===== config.mk =====
export PLATFORM = sky130hd
export DESIGN_NAME = div_mse_accumulator
export DESIGN_NICKNAME = d
export VERILOG_FILES = /design/src/rtl/div_mse_accumulator.sv
export SDC_FILE = /design/constraint.sdc
export NUM_CORES = 1
export LEC_CHECK = 0
export CAP_MARGIN = 20
export CORE_UTILIZATION = 30
export DETAILED_ROUTE_END_ITERATION = 10
export GPL_ROUTABILITY_DRIVEN = 1
export SKIP_LAST_GASP = 1
export SYNTH_ARGS = -nofsm -noshare
export SYNTH_HDL_FRONTEND = slang
export SYNTH_SLANG_ARGS = --single-unit

===== constraint.sdc =====
create_clock -name i_clk -period 9.7 [get_ports i_clk]
set_clock_uncertainty 0.05 [all_clocks]
set_input_delay 1.94 -clock i_clk [delete_from_list [all_inputs] [get_ports i_clk]]
set_output_delay 1.94 -clock i_clk [all_outputs]
set_load 0.02 [all_outputs]

===== src/rtl/div_mse_accumulator.sv =====
// div_mse_accumulator
// Measures quotient error between an approximate and an exact 8-bit divider over
// runs of 2**LOG2_N samples: sum of squared error, MSE and max |error|.
// Optional feature macro: DIV_MSE_REM_EN adds a remainder-error path (rem_sse/rem_mse)
// that uses the same pipeline and shares the sticky saturation flag.
module div_mse_accumulator #(
  parameter int LOG2_N = 8,
  parameter int ACC_W  = 32
) (
  input  logic             i_clk,
  input  logic             i_rst,
  input  logic             i_start,
  input  logic             i_in_valid,
  output logic             o_in_ready,
  input  logic [7:0]       i_q_apx,
  input  logic [7:0]       i_q_exact,
  input  logic             i_d_zero,
`ifdef DIV_MSE_REM_EN
  input  logic [7:0]       i_r_apx,
  input  logic [7:0]       i_r_exact,
  output logic [ACC_W-1:0] o_rem_sse,
  output logic [ACC_W-1:0] o_rem_mse,
`endif
  output logic             o_res_valid,
  input  logic             i_res_ready,
  output logic [ACC_W-1:0] o_sse,
  output logic [ACC_W-1:0] o_mse,
  output logic [7:0]       o_max_err,
  output logic             o_sat,
  output logic [15:0]      o_skip_cnt
);

  localparam int CNT_W = LOG2_N + 1;
  localparam logic [CNT_W-1:0] N_SAMPLES = {1'b1, {LOG2_N{1'b0}}};
  localparam logic [CNT_W-1:0] CNT_ONE   = {{(CNT_W-1){1'b0}}, 1'b1};
  localparam logic [ACC_W-1:0] ACC_ONES  = {ACC_W{1'b1}};
  localparam logic [ACC_W-1:0] ACC_ZERO  = {ACC_W{1'b0}};

  typedef enum logic [1:0] {
    ST_IDLE  = 2'd0,
    ST_RUN   = 2'd1,
    ST_DRAIN = 2'd2,
    ST_DONE  = 2'd3
  } state_t;

  // Signed 9-bit difference exact - apx (two's complement in 9 bits).
  function automatic logic [8:0] err9(input logic [7:0] exact, input logic [7:0] apx);
    return {1'b0, exact} - {1'b0, apx};
  endfunction

  // Magnitude of a 9-bit signed error; range is 0..255 so it fits 8 bits.
  function automatic logic [7:0] abs9(input logic [8:0] e);
    logic [7:0] neg;
    neg = ~e[7:0] + 8'd1;
    return e[8] ? neg : e[7:0];
  endfunction

  // Square of an 8-bit magnitude; at most 255*255 so 16 bits suffice.
  function automatic logic [15:0] sq8(input logic [7:0] a);
    return {8'd0, a} * {8'd0, a};
  endfunction

  state_t           r_state;
  logic             r_in_ready;
  logic             r_res_valid;
  logic [CNT_W-1:0] r_acc_cnt;
  logic [CNT_W-1:0] r_done_cnt;
  logic [ACC_W-1:0] r_sse;
  logic [ACC_W-1:0] r_mse;
  logic [7:0]       r_max_err;
  logic             r_sat;
  logic [15:0]      r_skip_cnt;
  logic             r_s1_valid;
  logic [8:0]       r_err;

  logic             w_accept;
  logic             w_arm;
  logic [CNT_W-1:0] w_acc_next;
  logic [7:0]       w_abs;
  logic [15:0]      w_sq;
  logic [ACC_W:0]   w_sum;
  logic             w_ovf;

  assign w_accept   = r_in_ready & i_in_valid;
  assign w_arm      = (r_state == ST_IDLE) & i_start;
  assign w_acc_next = r_acc_cnt + CNT_ONE;
  assign w_abs      = abs9(r_err);
  assign w_sq       = sq8(w_abs);
  assign w_sum      = {1'b0, r_sse} + {{(ACC_W-15){1'b0}}, w_sq};

`ifdef DIV_MSE_REM_EN
  logic [ACC_W-1:0] r_rem_sse;
  logic [ACC_W-1:0] r_rem_mse;
  logic [8:0]       r_rem_err;
  logic [7:0]       w_rem_abs;
  logic [15:0]      w_rem_sq;
  logic [ACC_W:0]   w_rem_sum;

  assign w_rem_abs = abs9(r_rem_err);
  assign w_rem_sq  = sq8(w_rem_abs);
  assign w_rem_sum = {1'b0, r_rem_sse} + {{(ACC_W-15){1'b0}}, w_rem_sq};
  assign w_ovf     = w_sum[ACC_W] | w_rem_sum[ACC_W];
  assign o_rem_sse = r_rem_sse;
  assign o_rem_mse = r_rem_mse;
`else
  assign w_ovf     = w_sum[ACC_W];
`endif

  // Run control: arm on start, count accepted samples, close the run and hold the result.
  always_ff @(posedge i_clk) begin
    if (i_rst) begin
      r_state     <= ST_IDLE;
      r_in_ready  <= 1'b0;
      r_res_valid <= 1'b0;
      r_acc_cnt   <= {CNT_W{1'b0}};
      r_skip_cnt  <= 16'd0;
      r_mse       <= ACC_ZERO;
`ifdef DIV_MSE_REM_EN
      r_rem_mse   <= ACC_ZERO;
`endif
    end else begin
      case (r_state)
        ST_IDLE: begin
          if (i_start) begin
            r_state    <= ST_RUN;
            r_in_ready <= 1'b1;
            r_acc_cnt  <= {CNT_W{1'b0}};
            r_skip_cnt <= 16'd0;
          end
        end
        ST_RUN: begin
          if (w_accept && i_d_zero) begin
            // Divide-by-zero samples are consumed but only counted as skipped.
            if (r_skip_cnt != 16'hFFFF) begin
              r_skip_cnt <= r_skip_cnt + 16'd1;
            end
          end else if (w_accept) begin
            r_acc_cnt <= w_acc_next;
            if (w_acc_next == N_SAMPLES) begin
              r_in_ready <= 1'b0;
              r_state    <= ST_DRAIN;
            end
          end
        end
        ST_DRAIN: begin
          // Wait for the last sample to leave the pipeline before publishing.
          if (r_done_cnt == N_SAMPLES) begin
            r_state     <= ST_DONE;
            r_res_valid <= 1'b1;
            r_mse       <= r_sse >> LOG2_N;
`ifdef DIV_MSE_REM_EN
            r_rem_mse   <= r_rem_sse >> LOG2_N;
`endif
          end
        end
        ST_DONE: begin
          // start is deliberately not looked at here, even during the handshake.
          if (i_res_ready) begin
            r_res_valid <= 1'b0;
            r_state     <= ST_IDLE;
          end
        end
        default: begin
          r_state     <= ST_IDLE;
          r_in_ready  <= 1'b0;
          r_res_valid <= 1'b0;
        end
      endcase
    end
  end

  // Stage 1: register the signed error of each accepted, countable sample.
  always_ff @(posedge i_clk) begin
    if (i_rst) begin
      r_s1_valid <= 1'b0;
      r_err      <= 9'd0;
`ifdef DIV_MSE_REM_EN
      r_rem_err  <= 9'd0;
`endif
    end else begin
      r_s1_valid <= w_accept & ~i_d_zero;
      r_err      <= err9(i_q_exact, i_q_apx);
`ifdef DIV_MSE_REM_EN
      r_rem_err  <= err9(i_r_exact, i_r_apx);
`endif
    end
  end

  // Stage 2: saturating accumulation of squared error, running max, completion count.
  always_ff @(posedge i_clk) begin
    if (i_rst) begin
      r_sse      <= ACC_ZERO;
      r_max_err  <= 8'd0;
      r_sat      <= 1'b0;
      r_done_cnt <= {CNT_W{1'b0}};
`ifdef DIV_MSE_REM_EN
      r_rem_sse  <= ACC_ZERO;
`endif
    end else if (w_arm) begin
      r_sse      <= ACC_ZERO;
      r_max_err  <= 8'd0;
      r_sat      <= 1'b0;
      r_done_cnt <= {CNT_W{1'b0}};
`ifdef DIV_MSE_REM_EN
      r_rem_sse  <= ACC_ZERO;
`endif
    end else if (r_s1_valid) begin
      r_done_cnt <= r_done_cnt + CNT_ONE;
      r_sse      <= w_sum[ACC_W] ? ACC_ONES : w_sum[ACC_W-1:0];
      r_sat      <= r_sat | w_ovf;
      if (w_abs > r_max_err) begin
        r_max_err <= w_abs;
      end
`ifdef DIV_MSE_REM_EN
      r_rem_sse  <= w_rem_sum[ACC_W] ? ACC_ONES : w_rem_sum[ACC_W-1:0];
`endif
    end
  end

  assign o_in_ready  = r_in_ready;
  assign o_res_valid = r_res_valid;
  assign o_sse       = r_sse;
  assign o_mse       = r_mse;
  assign o_max_err   = r_max_err;
  assign o_sat       = r_sat;
  assign o_skip_cnt  = r_skip_cnt;

endmodule


==> impl_results.html <==
<table>
<tr><th>Metric</th><th>Value</th></tr>
<tr><th colspan="2">Detailed routing</th></tr>
<tr><td>Vias after detailed routing</td><td>between 6000 and 7000</td></tr>
<tr><td>Routed wire length per instance</td><td>approximately 14 µm</td></tr>
<tr><td>Final routed wirelength across all metal layers</td><td>approximately 18 mm</td></tr>
<tr><td>Via/cell ratio</td><td>4.69</td></tr>
<tr><td>Pre-antenna DRT Iters</td><td>5</td></tr>
<tr><td>DRC marker count from the first detailed-route iteration</td><td>between 200 and 300</td></tr>
<tr><td>Number of routed nets with antenna violations</td><td>0</td></tr>
<tr><td>Post-detailed-route DRC marker count</td><td>0</td></tr>
<tr><th colspan="2">Cells and area</th></tr>
<tr><td>Number of diodes added for antenna fixing</td><td>0</td></tr>
<tr><td>Commonest non-fill, non-tap cells in the layout</td><td>inv_1, dfxtp_1, nor2_1</td></tr>
<tr><td>Leading cell type in the layout, fill and taps excluded</td><td>inv_1</td></tr>
<tr><td>Number of non-filler instances in the completed layout</td><td>about 1300</td></tr>
<tr><td>Proportion of layout cells with a drive suffix above 1</td><td>0.0622</td></tr>
<tr><td>Layout Nets</td><td>between 1000 and 1500</td></tr>
<tr><td>Fill cell total of the finished layout</td><td>around 2500</td></tr>
<tr><td>Synthesis-to-layout area growth</td><td>26.0%</td></tr>
<tr><th colspan="2">Clock network</th></tr>
<tr><td>Gates resized, CTS repair</td><td>0</td></tr>
<tr><td>Buffer depth of the longest clock path</td><td>2</td></tr>
<tr><td>Clock Tree Root</td><td>clkbuf_16</td></tr>
<tr><td>Clock slew seen by the registers of the worst setup and hold paths</td><td>0.06 ns</td></tr>
<tr><td>Source-to-sink clock delay at the later pin of the worst-skew pair</td><td>around 0.42 ns</td></tr>
<tr><td>Total of hold buffers inserted after clock tree synthesis</td><td>0</td></tr>
<tr><td>Number of clock sinks</td><td>about 110</td></tr>
<tr><td>Count of buffers added by post-CTS timing repair for setup</td><td>0</td></tr>
<tr><td>H-tree depth</td><td>4</td></tr>
<tr><td>TritonCTS Buffers</td><td>17</td></tr>
<tr><td>Clock tree from TritonCTS</td><td>yes</td></tr>
<tr><th colspan="2">Synthesis</th></tr>
<tr><td>Share of the synthesized area in compound gates (AO/OA/AOI/OAI)</td><td>0.148</td></tr>
<tr><td>Dominant combinational cell family by area after synthesis</td><td>adder cells</td></tr>
<tr><td>Sequential area share after synthesis</td><td>0.299</td></tr>
<tr><td>Async S/R FF share, synth</td><td>0</td></tr>
<tr><td>Netlist cell types</td><td>64</td></tr>
<tr><td>Post-Synthesis Cells</td><td>886</td></tr>
<tr><td>Mapped Area</td><td>~7600 µm²</td></tr>
<tr><td>Share of cell area taken by muxes after synthesis</td><td>0.0318</td></tr>
<tr><td>Number of enable-type register cells in the synthesized netlist</td><td>0</td></tr>
<tr><td>Register bit count reported by yosys</td><td>about 110</td></tr>
<tr><td>Synth Area in XOR/XNOR</td><td>0.0600</td></tr>
<tr><td>Synth Area in Simple Gates</td><td>0.164</td></tr>
<tr><td>Syn Area/Cell</td><td>roughly 8.5 µm²</td></tr>
<tr><td>Yosys warning total</td><td>0</td></tr>
<tr><td>Post-synthesis adder-cell area fraction</td><td>0.212</td></tr>
<tr><td>Top_reg_cell synth</td><td>dfxtp_1</td></tr>
<tr><th colspan="2">Timing</th></tr>
<tr><td>Number of failing setup endpoints in the final timing report</td><td>0</td></tr>
<tr><td>Setup TNS Final</td><td>0 ns</td></tr>
<tr><td>Max Clk Rate</td><td>roughly 0.16 GHz</td></tr>
<tr><td>Relative slew margins</td><td>0.333</td></tr>
<tr><td>Total count of hold-check failures in the final report</td><td>0</td></tr>
<tr><td>Setup repair after global routing missed its margin</td><td>no</td></tr>
<tr><td>Tightest hold margin</td><td>roughly 0.40 ns</td></tr>
<tr><td>Part of the cycle the worst path needs</td><td>0.645</td></tr>
<tr><td>Final max-slew violation count</td><td>0</td></tr>
<tr><td>Actual transition at the worst max-transition pin</td><td>1.00 ns</td></tr>
<tr><td>Shortest clock period the worst path allows after layout</td><td>around 6.3 ns</td></tr>
<tr><th colspan="2">Die</th></tr>
<tr><td>Core region area</td><td>24500 µm²</td></tr>
<tr><td>Ports</td><td>113</td></tr>
<tr><td>Die Y</td><td>around 160 µm</td></tr>
<tr><td>Starting density of the core</td><td>0.308</td></tr>
<tr><td>Core Rows</td><td>between 50 and 60</td></tr>
<tr><td>X dimension of the die</td><td>161 µm</td></tr>
<tr><td>Die ar.</td><td>about 26000 µm²</td></tr>
<tr><th colspan="2">Global routing</th></tr>
<tr><td>Met2 Usage GRT</td><td>0.254</td></tr>
<tr><td>Global-route track usage on met1</td><td>0.179</td></tr>
<tr><td>Antenna violations before repair</td><td>0</td></tr>
<tr><td>Most used routing layer in global routing</td><td>met2</td></tr>
<tr><td>GR Util met3</td><td>0.0282</td></tr>
<tr><td>Via count of the first global-routing pass</td><td>6059</td></tr>
<tr><td>Wire length of the first global-routing pass</td><td>about 30 mm</td></tr>
<tr><td>Pin count of the biggest net entering global routing</td><td>50</td></tr>
<tr><td>All-Layer GR Usage</td><td>0.145</td></tr>
<tr><td>Total congestion overflow after global routing</td><td>0</td></tr>
<tr><th colspan="2">Power</th></tr>
<tr><td>Leakage power total</td><td>about 0.004 µW</td></tr>
<tr><td>P per Cell Area</td><td>a little under 200 nW/µm²</td></tr>
<tr><td>Total Power</td><td>1880 µW</td></tr>
<tr><td>Worst IR Drop VDD</td><td>~0.00013 V</td></tr>
<tr><th colspan="2">Worst setup path</th></tr>
<tr><td>CP Class</td><td>reg -&gt; reg</td></tr>
<tr><td>Worst Reg2Reg Path Length in Cells</td><td>22</td></tr>
<tr><td>Required time of the worst setup path</td><td>approximately 9.9 ns</td></tr>
<tr><td>Kind of start point of the critical path</td><td>flip-flop</td></tr>
<tr><td>Critical Path AT</td><td>between 6 and 7 ns</td></tr>
<tr><td>Critical path peak fanout</td><td>14</td></tr>
<tr><td>Critical Path End Type</td><td>flip-flop</td></tr>
<tr><th colspan="2">Place</th></tr>
<tr><td>PortBufs</td><td>104</td></tr>
<tr><td>Routability cong.</td><td>~0.83</td></tr>
<tr><td>Total half-perimeter wirelength after legalization and detailed placement</td><td>between 10 and 15 mm</td></tr>
<tr><td>Placed Cells</td><td>1288</td></tr>
<tr><th colspan="2">Run status</th></tr>
<tr><td>Status</td><td>finished clean</td></tr>
<tr><th colspan="2">Run</th></tr>
<tr><td>Max-cap violations</td><td>0</td></tr>
<tr><th colspan="2">Min path</th></tr>
<tr><td>Min-Delay Path Depth</td><td>2</td></tr>
<tr><td>Hold crit path type</td><td>reg -&gt; reg</td></tr>
</table>
-- report_power, final --
part           total [µW]  internal, µW  switching (µW)
combinational         691           270             421
clock                 688           448             240
sequential            496           479            16.7
-- Yosys cell counts, types with 4 or more instances --
library cell  instances  share of area
mux2i_1              24          0.032
buf_4                 9         0.0089
a21o_1                5         0.0050
fa_1                 38           0.10
and3_1               11         0.0091
nor3_1                8         0.0053
dfxtp_1             113           0.30
clkbuf_1             17         0.0084
a211oi_1             10         0.0099
buf_2                 7         0.0046
or3_1                 8         0.0066
o21a_1                4         0.0040
nand4_1              12         0.0099
o21ai_0              46          0.030
xor2_1               25          0.029
and4_1                4         0.0046
o21ai_1               6         0.0040
nand2b_1             12         0.0099
nand3_1              21          0.014
a31oi_1              12         0.0099
inv_1               119          0.059
nand2_1              49          0.024
a21oi_1              60          0.040
nor2b_1              10         0.0083
xnor2_1              23          0.027
nor2_1              105          0.052
ha_1                 67           0.11
nor4b_1               4         0.0046
o31ai_1               8         0.0079
-- per-stage QoR --
| step | util | setup slack (ns) | instance area [µm²] |
|---|---|---|---|
| global route | 0.388 | 2.92 | 9520 |
| detailed placement | 0.361 | 3.45 | 8870 |
| finish | 0.388 | 3.44 | 9520 |
| global placement | 0.361 | 3.62 | 8870 |
| floorplan | - | 4.23 | 7580 |
| CTS | 0.388 | 3.42 | 9520 |
-- critical path: stages, from the launching register on --
cell and delay [ns]:
dfxtp_1 0.45, inv_1 0.18, ha_1 0.24, nand2b_1 0.09, o21ai_1 0.08, xor2_1 0.56, inv_2 0.15, nand2_1 0.14
inv_1 0.08, fa_1 0.43, fa_1 0.50, fa_1 0.54, inv_1 0.05, fa_1 0.52, inv_1 0.04, ha_1 0.39
o211ai_2 0.10, a21oi_1 0.07, a211oi_2 0.41, o21ai_2 0.14, a221oi_4 0.60, or3_2 0.23, a31oi_1 0.07
-- cells by family (layout without fill, tap and decap cells) --
logic type      Yosys count  count (layout)
simple gates            259             259
compound gates          177             177
buf+inv                 157             260
flops                   113             113
fa+ha+maj               105             105
xor+xnor                 50              50
mux                      24              24
other cells               1               8
-- routing by layer --
metal  up-vias  part of all wire
li1       3142                 -
met1      2950              0.46
met2        87              0.50
met3        13             0.033
met4         0            0.0096
met5         -                 0
-- state kept, by name (all words and copies together), names as in the netlist, 2 cells and up --
name and cells:
o_max_err 8, r_done_cnt 9, o_sse 32, r_state 2, r_err 9, r_acc_cnt 9
o_skip_cnt 16, o_mse 24
-- layout make-up --
type / instances / area, µm² / share of cell area
repair buffers: 107 / 1060 / 0.111
well taps: 324 / 405 / 0.0426
clock buffers: 19 / 453 / 0.0476
flip-flops and latches: 113 / 2260 / 0.238
inverters: 121 / 454 / 0.0477
multi-input cells: 623 / 4690 / 0.493
clock inverters: 13 / 198 / 0.0208
-- worst paths after layout --
kind              startpoint         to  slack [ns]
setup / recovery    r_err[0]  o_sse[19]        3.44
hold / removal         o_sat      o_sat        0.40
setup reg to reg    r_err[0]  o_sse[19]        3.44
hold reg to reg        o_sat      o_sat        0.40
No activity file was read; power rests on OpenSTA's default activity.
==> patch 1 (same settings) <==
Register the output `o_skip_cnt` once more; this adds one clock of latency there. The other outputs are not delayed to match.
--- a/src/rtl/div_mse_accumulator.sv
+++ b/src/rtl/div_mse_accumulator.sv
@@ -225,3 +225,5 @@
   assign o_sat       = r_sat;
-  assign o_skip_cnt  = r_skip_cnt;
+  always_ff @(posedge i_clk) begin
+    o_skip_cnt <= r_skip_cnt;
+  end
 
Formal check against the unedited RTL: not equivalent (Yosys sat finds a counterexample within 4 cycles, from zero or initial values and one cycle with i_rst high).
==> patch 1 against the original RTL <==
The run now ends with design-rule violations left; count of clock-buffer cells in the layout is 2 lower; total power is 7.1% higher; synthesized cell count is 3.7% higher; wire length is 12% higher; die area is 6.3% higher; final area is 4.8% higher; sequential cell count is 16 higher; clock power is 5.8% lower; area after synthesis is 6.4% higher; worst setup slack worse by 31 ps; critical endpoint is now o_sse[11]; largest cell class unchanged; highest routed layer unchanged.
==> patch 1: results (changes against the original RTL) <==
xor/xnor share of the synthesized area -> 6.50% (+0.51 points)
power share of the sequential group -> 28.6% (+2.1 points)
complex-gate fraction of the synthesized area -> 12.9% (-1.9 points)
Post-CTS Repair Setup Buffers -> 0 (unchanged)
Mapped Avg Cell Area -> 8.75 um^2 (+2.6%)
FILL cells -> 2623 (+4.5%)
mux contribution to synthesized area -> 3.73% (+0.55 points)
Reg2Reg Capture Point -> o_sse[11]
synth top area cells -> dfxtp_1 (32%), ha_1 (10%), fa_1 (9.5%), nor2_1 (5.3%), inv_1 (4.7%)
reg2reg path depth -> 19 (-14%)
clock buffer count from CTS -> 17 (unchanged)
initial antenna violation count -> 0 (unchanged)
hold depth -> 0 (-2)
area of the multi-input gates -> 4890 um^2 (+4.3%)
most frequent cells after synthesis -> dfxtp_1 (129), nor2_1 (113), inv_1 (101)
detailed-route DRC error count -> 14 (+14)
GP Congestion -> 0.854 (+3.3%)
initial drt markers -> 328 (+15%)
failing checks -> design-rule violations
final hold slack -> 342 ps (-54.6 ps)
Root Buffer -> clkbuf_16
Crit Path Max Fanout -> 14 (unchanged)
Hold Path Origin -> r_skip_cnt[5]
Post-Synth Adder-Cell Area -> 19.9% (-1.3 points)
static leakage -> 4.21 nW (+4.2%)
final net count -> 1141 (+2.8%)
Clock Tree Buf Depth -> 2 (unchanged)
WHS Endpoint -> o_skip_cnt[5]
hpwl dp -> 15.5 mm (+16%)
Worst path max stage delay -> 660 ps (+60 ps)
number of distinct library cells after synthesis -> 63 (-1.6%)
fin cells -> 1362 (+3.2%)
Pint -> 1.21 mW (+0.73%)
n_diodes -> 0 (unchanged)
first drt pass iteration count -> 7 (+2)
pin count of the biggest net entering global routing -> 51 (+2.0%)
post-CTS sizing -> 0 (unchanged)
Worst-path clk slew -> 70 ps
number of global-route vias before repair -> 6221 (+2.7%)
comb pwr -> 0.785 mW (+14%)
crit path DAT -> 6510 ps (+20 ps)
status -> complete, but fails checks
sequential power -> 0.575 mW (+16%)
Hold/Removal Path Class -> reg -> reg
first-pass GRT wire length -> 33.1 mm (+10%)
total track usage -> 15.2% (+0.65 points)
layout cells sized above 1 -> 6.72% (+0.49 points)
WL per Instance -> 14.8 um (+8.5%)
Cell Area, Placed -> 9370 um^2 (+5.6%)
register area share after synthesis -> 32.1% (+2.2 points)
total number of vias -> 6482 (+4.7%)
FF-to-FF setup slack -> 3410 ps (-30 ps)
H-tree depth -> 4 (unchanged)
VDD IR-drop max -> 111 uV (-15%)
Slew Limit Headroom -> 36.0% (+2.7 points)
Inst Count DP -> 1330 (+3.3%)
critical path's slowest cell -> xor2_1
==> patch 1: changes by cell type in the layout (fill, tap and decap cells not counted), moves of 5 or more <==
cell,before,now
inv_2,2,8
nand4_1,12,20
xor2_1,25,32
o31ai_1,8,2
nor2_1,105,113
clkinv_8,0,5
dfxtp_1,113,129
inv_8,0,6
mux2i_1,24,30
o21ai_1,6,12
inv_1,119,101
a31oi_1,12,20
a21oi_1,59,53
o21ai_0,46,24
==> patch 1: cell type report <==
| class | instances | share of cell area, % |
|---|---|---|
| Tap cell | 335 | 4.20 |
| Multi-Input combinational cell | 649 | 49.0 |
| Inverter | 109 | 4.10 |
| Sequential cell | 129 | 25.9 |
| Clock buffer | 17 | 4.26 |
| Clock inverter | 15 | 1.84 |
| Timing Repair Buffer | 108 | 10.7 |
==> patch 1: worst max-delay path, delay by kind of cell (launching register included) <==
kind	cells	cell delay, ps
xor gates and xnor gates	1	660
AOI/OAI and AO/OA	4	700
buffers and inverters	4	340
adders and majority gates	6	2770
DFF	1	450
and+or+nand+nor	4	1160
==> patch 1: worst max-delay path by stage <==
stage,slack [ps],to,from,depth (start not counted)
detailed placement,3380,o_sse[11],r_err[0],19
CTS,3380,o_sse[11],r_err[0],19
global route,2980,o_sse[10],r_err[0],21
finish,3410,o_sse[11],r_err[0],19
floorplan,4250,o_sse[10],r_err[0],18
global placement,3670,o_sse[12],r_err[0],21
==> patch 1: routing by layer <==
layer / routed length (um) / up-vias / track usage [%]
li1: - / 3287 / -
met1: 9590 / 3065 / 20.5
met2: 9500 / 117 / 24.1
met3: 872 / 13 / 3.01
met4: 233 / 0 / 5.16
met5: 0 / - / 0
==> patch 2 (same settings) <==
Without the edit above. The parameter `LOG2_N` goes from 8 to 10.
--- a/src/rtl/div_mse_accumulator.sv
+++ b/src/rtl/div_mse_accumulator.sv
@@ -6,3 +6,3 @@
 module div_mse_accumulator #(
-  parameter int LOG2_N = 8,
+  parameter int LOG2_N = 10,
   parameter int ACC_W  = 32
Function: no difference found for any inputs over 4 cycles, from zero or initial values and one cycle with i_rst high; that may be too few to reach the edited logic, so the function may still have changed.
==> patch 2 against the original RTL <==
Synthesized cell count grew 5.4%; worst setup slack got worse by 290 ps; worst hold slack improved by 7.9 ps; non-clock buffer count unchanged; area after synthesis increased by 3.5%; total power is 4.1% higher; sequential power up 2%; critical path depth is 4 lower; final area is 2.0% higher; wire length increased by 7.2%; cell count rose by 3.8%; sequential cell count increased by 2; largest power group unchanged.
==> patch 2: results (changes against the original RTL) <==
status -> completed
multi-input gates -> 672 (+7.9%)
synth top area cells -> dfxtp_1 (29%), ha_1 (11%), fa_1 (9.7%), inv_1 (5.4%), nand2_1 (4.6%)
Psw -> 0.763 mW (+13%)
register area share after synthesis -> 29.5% (-0.49 points)
FF+latch count -> 115 (+1.8%)
number of distinct library cells after synthesis -> 62 (-3.1%)
final hold slack -> 405 ps (+7.90 ps)
total number of vias -> 6599 (+6.6%)
FF/Latch Area -> 2300 um^2 (+1.8%)
Worst path max stage delay -> 650 ps (+50 ps)
first drt pass iteration count -> 4 (-1)
Die Area -> 26700 um^2 (+3.4%)
hpwl dp -> 14.6 mm (+8.8%)
mux contribution to synthesized area -> 1.28% (-1.9 points)
WL per Instance -> 14.1 um (+3.2%)
Cell Area, Placed -> 9100 um^2 (+2.7%)
post-CTS sizing -> 0 (unchanged)
Comb pwr share -> 40.1% (+3.3 points)
pin count of the biggest net entering global routing -> 51 (+2.0%)
critical path's slowest cell -> xor2_1
fin area -> 9710 um^2 (+2.0%)
post-place setup slack -> 3160 ps (-288 ps)
total track usage -> 15.5% (+0.94 points)
sequential power -> 0.508 mW (+2%)
Inst Count DP -> 1338 (+3.9%)
initial drt markers -> 298 (+4.9%)
Post-Syn Instances -> 934 (+5.4%)
Tcrit/Tclk final -> 67.5% (+3.0 points)
FILL cells -> 2638 (+5.1%)
buffering overhead -> 10.9% (-0.24 points)
number of global-route vias before repair -> 6516 (+7.5%)
Crit Path Max Fanout -> 15 (+1)
worst slew pin tran -> 1020 ps (+22.3 ps)
Post-Synth Adder-Cell Area -> 20.5% (-0.71 points)
most frequent cells after synthesis -> dfxtp_1 (115), inv_1 (113), nand2_1 (96)
layout cells sized above 1 -> 6.35% (+0.12 points)
xor/xnor share of the synthesized area -> 6.16% (+0.17 points)
first-pass GRT wire length -> 32.8 mm (+9.2%)
static leakage -> 4.05 nW (about the same)
final net count -> 1154 (+4.0%)
crit path DAT -> 6850 ps (+360 ps)
fraction of area in multi-input gates -> 50.5% (+1.2 points)
Total Routed Length -> 19.3 mm (+7.2%)
[patch 2: cell types whose count changed in the layout (fill, tap and decap cells not counted), moves of 5 or more]
cell	before	now
a21oi_1	59	65
and2_1	1	7
inv_1	119	113
mux2i_1	24	10
nand2_1	49	96
nand4_1	12	17
nor2_1	105	94
nor3_1	8	15
o21ai_0	46	25
o221a_2	1	15
[patch 2: routing by layer]
layer | track usage (%) | vias to the layer above | wire length (um)
li1 | - | 3327 | -
met1 | 20.2 | 3125 | 9150
met2 | 24.6 | 125 | 8900
met3 | 3.96 | 22 | 1030
met4 | 5.06 | 0 | 257
met5 | 0 | - | 0
[patch 2: worst paths after layout]
check,startpoint,endpoint
worst min register to register,o_mse[21],o_mse[21]
worst min-delay path,o_mse[21],o_mse[21]
worst max register to register,r_err[0],o_sat
worst max-delay path,r_err[0],o_sat
